==> config.mk <==
export PLATFORM = sky130hd
export DESIGN_NAME = lifo_pop_buffer_flat
export DESIGN_NICKNAME = d
export VERILOG_FILES = /design/src/rtl/lifo_pop_buffer_if.sv /design/src/rtl/lifo_pop_buffer.sv /design/src/flat_wrapper.sv
export SDC_FILE = /design/constraint.sdc
export NUM_CORES = 1
export LEC_CHECK = 0
export ABC_AREA = 1
export CAP_MARGIN = 40
export CORE_ASPECT_RATIO = 0.75
export CORE_MARGIN = 2
export CORE_UTILIZATION = 45
export DETAILED_ROUTE_END_ITERATION = 10
export GPL_TIMING_DRIVEN = 0
export PLACE_DENSITY = 0.76
export SYNTH_ARGS = -nofsm -noshare
export SYNTH_HDL_FRONTEND = slang
export SYNTH_SLANG_ARGS = --single-unit
==> constraint.sdc <==
create_clock -name i_clock -period 3.9 [get_ports i_clock]
set_clock_uncertainty 0.05 [all_clocks]
set_input_delay 0.39 -clock i_clock [delete_from_list [all_inputs] [get_ports i_clock]]
set_output_delay 0.39 -clock i_clock [all_outputs]
set_load 0.02 [all_outputs]
==> src/rtl/lifo_pop_buffer_if.sv <==
// Signal bundle between the LIFO pop buffer, the stack it drains, and its
// downstream consumer.
//
// Handshake (output side): an item moves on every rising edge where
// output_valid && output_ready are both high. output_valid never depends on
// output_ready. output_data is held stable while output_valid=1 and
// output_ready=0. On the stack side, every cycle with lifo_read_enable high
// pops exactly one item, and lifo_read_data is taken on that same edge.
interface lifo_pop_buffer_if #(
  parameter int WIDTH = 8
);
  logic             lifo_empty;
  logic             lifo_read_enable;
  logic [WIDTH-1:0] lifo_read_data;
  logic             output_valid;
  logic             output_ready;
  logic [WIDTH-1:0] output_data;
  logic [1:0]       buffered_count;

  // View seen by the pop buffer itself.
  modport slave (
    input  lifo_empty,
    input  lifo_read_data,
    input  output_ready,
    output lifo_read_enable,
    output output_valid,
    output output_data,
    output buffered_count
  );

  // View seen by the environment: the stack plus the consumer.
  modport master (
    output lifo_empty,
    output lifo_read_data,
    output output_ready,
    input  lifo_read_enable,
    input  output_valid,
    input  output_data,
    input  buffered_count
  );
endinterface

==> src/rtl/lifo_pop_buffer.sv <==
// LIFO pop buffer: pops items from a stack's combinational top-of-stack port
// and presents them as a registered valid/ready stream. Two entries of storage
// allow one item per cycle. The pop strobe depends only on the registered
// occupancy, so output_ready has no combinational path to lifo_read_enable.
module lifo_pop_buffer #(
  parameter int WIDTH = 8
) (
  input  logic                 i_clock,
  input  logic                 i_reset,
  input  logic                 i_flush,
  lifo_pop_buffer_if.slave     bus,
  output logic [1:0]           o_dbg_state
);

  // The state encoding equals the number of buffered entries.
  typedef enum logic [1:0] {
    ST_ZERO = 2'd0,
    ST_ONE  = 2'd1,
    ST_TWO  = 2'd2
  } state_t;

  state_t           r_state;
  state_t           w_state_nxt;
  logic [WIDTH-1:0] r_slot0;
  logic [WIDTH-1:0] r_slot1;
  logic [WIDTH-1:0] w_slot0_nxt;
  logic [WIDTH-1:0] w_slot1_nxt;
  logic             w_pop;
  logic             w_take;

  // Pop whenever there is room. Reset also blocks the pop, so no item is
  // removed from the stack only to be thrown away by the reset.
  assign w_pop  = !bus.lifo_empty && !i_flush && !i_reset && (r_state != ST_TWO);
  assign w_take = (r_state != ST_ZERO) && bus.output_ready;

  // State and slot registers; reset clears everything.
  always_ff @(posedge i_clock) begin
    if (i_reset) begin
      r_state <= ST_ZERO;
      r_slot0 <= '0;
      r_slot1 <= '0;
    end else begin
      r_state <= w_state_nxt;
      r_slot0 <= w_slot0_nxt;
      r_slot1 <= w_slot1_nxt;
    end
  end

  // Next occupancy and slot contents. slot0 is always the oldest entry.
  always_comb begin
    w_state_nxt = r_state;
    w_slot0_nxt = r_slot0;
    w_slot1_nxt = r_slot1;
    case (r_state)
      ST_ZERO: begin
        if (w_pop) begin
          w_slot0_nxt = bus.lifo_read_data;
          w_state_nxt = ST_ONE;
        end
      end
      ST_ONE: begin
        if (w_pop && w_take) begin
          w_slot0_nxt = bus.lifo_read_data;
          w_state_nxt = ST_ONE;
        end else if (w_pop) begin
          w_slot1_nxt = bus.lifo_read_data;
          w_state_nxt = ST_TWO;
        end else if (w_take) begin
          w_state_nxt = ST_ZERO;
        end
      end
      ST_TWO: begin
        if (w_take) begin
          w_slot0_nxt = r_slot1;
          w_state_nxt = ST_ONE;
        end
      end
      default: begin
        w_state_nxt = ST_ZERO;
      end
    endcase
    // A flush discards whatever is left after this cycle's take; the slots
    // keep stale data that is never shown because valid drops.
    if (i_flush) begin
      w_state_nxt = ST_ZERO;
    end
  end

  assign bus.lifo_read_enable = w_pop;
  assign bus.output_valid     = (r_state != ST_ZERO);
  assign bus.output_data      = r_slot0;
  assign bus.buffered_count   = r_state;
  assign o_dbg_state          = r_state;

endmodule

==> src/flat_wrapper.sv <==
// flat-port wrapper written by rule: the top's interface ports become plain ports
module lifo_pop_buffer_flat 
#(
  parameter int WIDTH = 8
)
  (i_clock, i_reset, i_flush, o_dbg_state, bus_lifo_empty, bus_lifo_read_data, bus_output_ready, bus_lifo_read_enable, bus_output_valid, bus_output_data, bus_buffered_count);
  lifo_pop_buffer_if #(.WIDTH(WIDTH)) bus_i ();
  input  logic i_clock;
  input  logic i_reset;
  input  logic i_flush;
  output logic [1:0] o_dbg_state;
  input wire logic [$bits(bus_i.lifo_empty)-1:0] bus_lifo_empty;
  input wire logic [$bits(bus_i.lifo_read_data)-1:0] bus_lifo_read_data;
  input wire logic [$bits(bus_i.output_ready)-1:0] bus_output_ready;
  output wire logic [$bits(bus_i.lifo_read_enable)-1:0] bus_lifo_read_enable;
  output wire logic [$bits(bus_i.output_valid)-1:0] bus_output_valid;
  output wire logic [$bits(bus_i.output_data)-1:0] bus_output_data;
  output wire logic [$bits(bus_i.buffered_count)-1:0] bus_buffered_count;
  assign bus_i.lifo_empty = bus_lifo_empty;
  assign bus_i.lifo_read_data = bus_lifo_read_data;
  assign bus_i.output_ready = bus_output_ready;
  assign bus_lifo_read_enable = bus_i.lifo_read_enable;
  assign bus_output_valid = bus_i.output_valid;
  assign bus_output_data = bus_i.output_data;
  assign bus_buffered_count = bus_i.buffered_count;
  lifo_pop_buffer #(.WIDTH(WIDTH)) u_core (.i_clock(i_clock), .i_reset(i_reset), .i_flush(i_flush), .bus(bus_i), .o_dbg_state(o_dbg_state));
endmodule
==> metrics.md <==
| Metric | Value |
|---|---|
| Routability Congestion | 0.7574 |
| Number of antenna violations at the first check in global routing | 0 |
| Share of post-route cells with drive strength above 1 | 12.12% |
| Pin count of the biggest net entering global routing | 11 |
| Floorplan row count | 14 |
| Cell count after synthesis | between 100 and 150 |
| Setup crit end kind | primary output |
| Least-Margin Pin Slew | between 0.2 and 0.25 ns |
| Setup repair bufs after CTS | 0 |
| Number of buffers on the longest clock path | 2 |
| Post-DP HPWL | 1.451 mm |
| Worst Hold Class | reg2reg |
| Outcome | finished, final reports clean |
| Via/cell ratio | between 4 and 5 |
| Vias in the first global route | 671 |
| Number of fill cells | 185 |
| Most numerous cell types in the synthesized netlist | sky130_fd_sc_hd__nand2_1 (37), sky130_fd_sc_hd__nor2_1 (27), sky130_fd_sc_hd__dfxtp_1 (18) |
| Total iterations of the first detailed-routing run | 4 |
| DRT iter0 DRCs | 17 |
| Unique cell type count in the Yosys netlist | 17 |
| Largest fanout on the critical path | 3 |
| Main synth FF type | sky130_fd_sc_hd__dfxtp_1 |
| Effective utilization at floorplan | roughly 47% |
| Clock slew at the register clock pins of the worst setup and hold paths | 0.09 ns |
| Hold violation total from the final report | 0 |
| Area of the core | a little under 2000 µm² |
| Leading area contributor after synthesis | sky130_fd_sc_hd__dfxtp_1 |
| Total power | 0.0003417 W |
| First-pass GRT wire length | approximately 3.2 mm |
| Final Net Count | 180 |
| Share of the synthesized area in the top cell type | 38.71% |
| Type of origin of the critical path | input port |
| Final number of setup-violating endpoints | 0 |
| Achievable Freq | 438.9 MHz |
| Slew Viols, Final | 0 |
| Total Die Area | between 2000 and 2500 µm² |
| Max-cap violations | 0 |
| Tmin final | between 2 and 2.5 ns |
| Top-Level Pins | 27 |
| Cts hold-fix bufs | 0 |
| Setup repair after global routing missed its margin | no |
| Sequential element share of the synthesized area | about two fifths |
| Avg Synthesized Cell Area | 6.845 µm² |
| Worst supply voltage drop on vdd | around 0.24 mV |
| Flops & latches, synth | 18 |
| Xor/xnor share of the synthesized area | 0% |
| Post-route antenna net violation count | 0 |
| Final Cycle Share | 58.42% |
| Resize count post-CTS | 0 |
| Fraction of registers with async set/reset | 0% |
| Number of buffers created by CTS | 3 |
| Leftover overflow at the end of global routing | 0 |
| Final routed DRC violation total | 0 |
| CTS tree | done |
| Power density over the cells | about 270 nW/µm² |
| Yosys synthesis warning count | 0 |
| Netlist Area Pre-Place | just over 900 µm² |
| Total detailed-routing wirelength | 1.908 mm |
| Fraction of the mapped netlist area in compound gates | about a tenth |
| Global-route usage over all layers | 16.97% |
| Post-synthesis simple-gate area fraction | 39.78% |
| Number of vias after detailed routing | approximately 880 |
| Start-to-end type of the worst setup path | in2out |
| Dominant combinational cell family by area after synthesis | simple AND/OR/NAND/NOR gates |
| Quantity of I/O buffers inserted on ports | 26 |
| Accumulated negative setup slack | 0 ns |
| Worst slew margin relative to its limit | a little over four fifths |
| Leading cell type by number of instances after synthesis | sky130_fd_sc_hd__nand2_1 |
| Cell types with the largest area share after synthesis | sky130_fd_sc_hd__dfxtp_1 (39%), sky130_fd_sc_hd__nand2_1 (15%), sky130_fd_sc_hd__nor2_1 (11%) |
| Area growth from synthesis to layout | 33.60% |
| Data required time at the worst endpoint | around 3.5 ns |
| Arrival time reported for the critical path endpoint | 1.84 ns |
| Die X | approximately 57 µm |
| Adder-cell share of the synthesized area | 0% |
| Wirelength per Cell | just over 10 µm |
| Leakage power | between 0.5 and 0.6 nW |
| Number of clock sinks | 18 |
| EDFF count, synth | 0 |
| Diodes inserted | 0 |
| Cell at the root of the clock tree | sky130_fd_sc_hd__clkbuf_4 |
| Floorplan die height | approximately 43 µm |
| Worst Hold Slack | between 0.4 and 0.5 ns |
| Synthesized netlist net count | roughly 150 |
| H-tree depth | 1 |
| Clock latency of the later-clocked register in the worst-skew pair | slightly below 0.3 ns |
| Proportion of synthesized area in mux cells | 0% |
## metrics by stage
step,instance area [µm²],setup slack [ns],std cells,util (%)
finish,1244,1.622,189,62.83
floorplan,930.9,2.409,136,-
CTS,1244,1.612,189,62.83
detailed placement,1221,1.617,186,61.69
global placement,1221,1.610,186,61.69
global route,1244,1.536,189,62.83
## per-layer routing
layer / vias to the layer above / share of wire [%] / global-route usage, % / wire length (µm)
li1: 482 / - / - / -
met1: 369 / 49 / 24.91 / 937
met2: 23 / 44 / 23.95 / 833
met3: 2 / 6.8 / 6.567 / 129
met4: 0 / 0.42 / 2.857 / 8
met5: - / 0 / 0 / 0
## kinds of logic (layout without fill, tap and decap cells)
logic type             count (synthesis)  in the layout
flip-flops                            18             18
buffers and inverters                 21             50
AND/OR/NAND/NOR                       80             80
AO/OA/AOI/OAI                         17             17
## where the power goes
group / internal (W) / total, W / leakage [nW] / switching [W]
registers: 0.000188 / 0.000191 / 0.146 / 0.00000227
logic: 0.0000299 / 0.0000585 / 0.413 / 0.0000286
clock network: 0.0000360 / 0.0000924 / 0.0138 / 0.0000564
total: 0.000254 / 0.000342 / 0.573 / 0.0000873
## cell type report
cell class                 instances  area, µm²  area share, %
multi-input combinational         97      457.9          36.82
sequential                        18      360.3          28.97
timing repair buffer              26      260.3          20.93
inverter                          15      58.81          4.728
buffer                             6      53.80          4.326
tap                               24      30.03          2.414
clock buffer                       3      22.52          1.811
## flip-flops by register name, indices dropped and copies added (netlist names)
name and count:
u_core.bus.buffered_count 2, u_core.bus.output_data 8, u_core.r_slot1 8
## critical path, cell delays in order
cell                              delay [ns]
sky130_fd_sc_hd__clkdlybuf4s50_1        0.43
sky130_fd_sc_hd__nor2_1                 0.13
sky130_fd_sc_hd__nand2_1                0.14
sky130_fd_sc_hd__nor2_8                 0.14
sky130_fd_sc_hd__clkdlybuf4s50_1        0.61
## placed cells by master, fill, tap and decap left out
master and instances:
sky130_fd_sc_hd__nand2_1 37, sky130_fd_sc_hd__buf_2 1, sky130_fd_sc_hd__buf_6 3, sky130_fd_sc_hd__nand3_1 10, sky130_fd_sc_hd__nor2_8 1, sky130_fd_sc_hd__inv_4 1, sky130_fd_sc_hd__nand2_4 2, sky130_fd_sc_hd__o21ai_0 8
sky130_fd_sc_hd__nor2_1 27, sky130_fd_sc_hd__nand3_2 2, sky130_fd_sc_hd__inv_1 10, sky130_fd_sc_hd__buf_4 2, sky130_fd_sc_hd__clkdlybuf4s50_1 26, sky130_fd_sc_hd__dfxtp_1 18, sky130_fd_sc_hd__inv_2 4, sky130_fd_sc_hd__a21oi_1 8
sky130_fd_sc_hd__a21boi_0 1, sky130_fd_sc_hd__nand3_4 1, sky130_fd_sc_hd__clkbuf_4 3
## path summary, 6_finish.rpt
check / to / slack (ns) / cells after the start / startpoint
min: u_core.r_slot1[2]$_SDFFE_PP0P_ / 0.44 / 2 / u_core.r_slot1[2]$_SDFFE_PP0P_
max: bus_lifo_read_enable / 1.62 / 5 / i_flush
min reg2reg: u_core.r_slot1[2]$_SDFFE_PP0P_ / 0.44 / 2 / u_core.r_slot1[2]$_SDFFE_PP0P_
max reg2reg: u_core.bus.output_data[7]$_SDFFE_PP0P_ / 2.40 / 8 / u_core.bus.buffered_count[0]$_SDFFE_PP0P_
(Power assumes the default switching activity.)
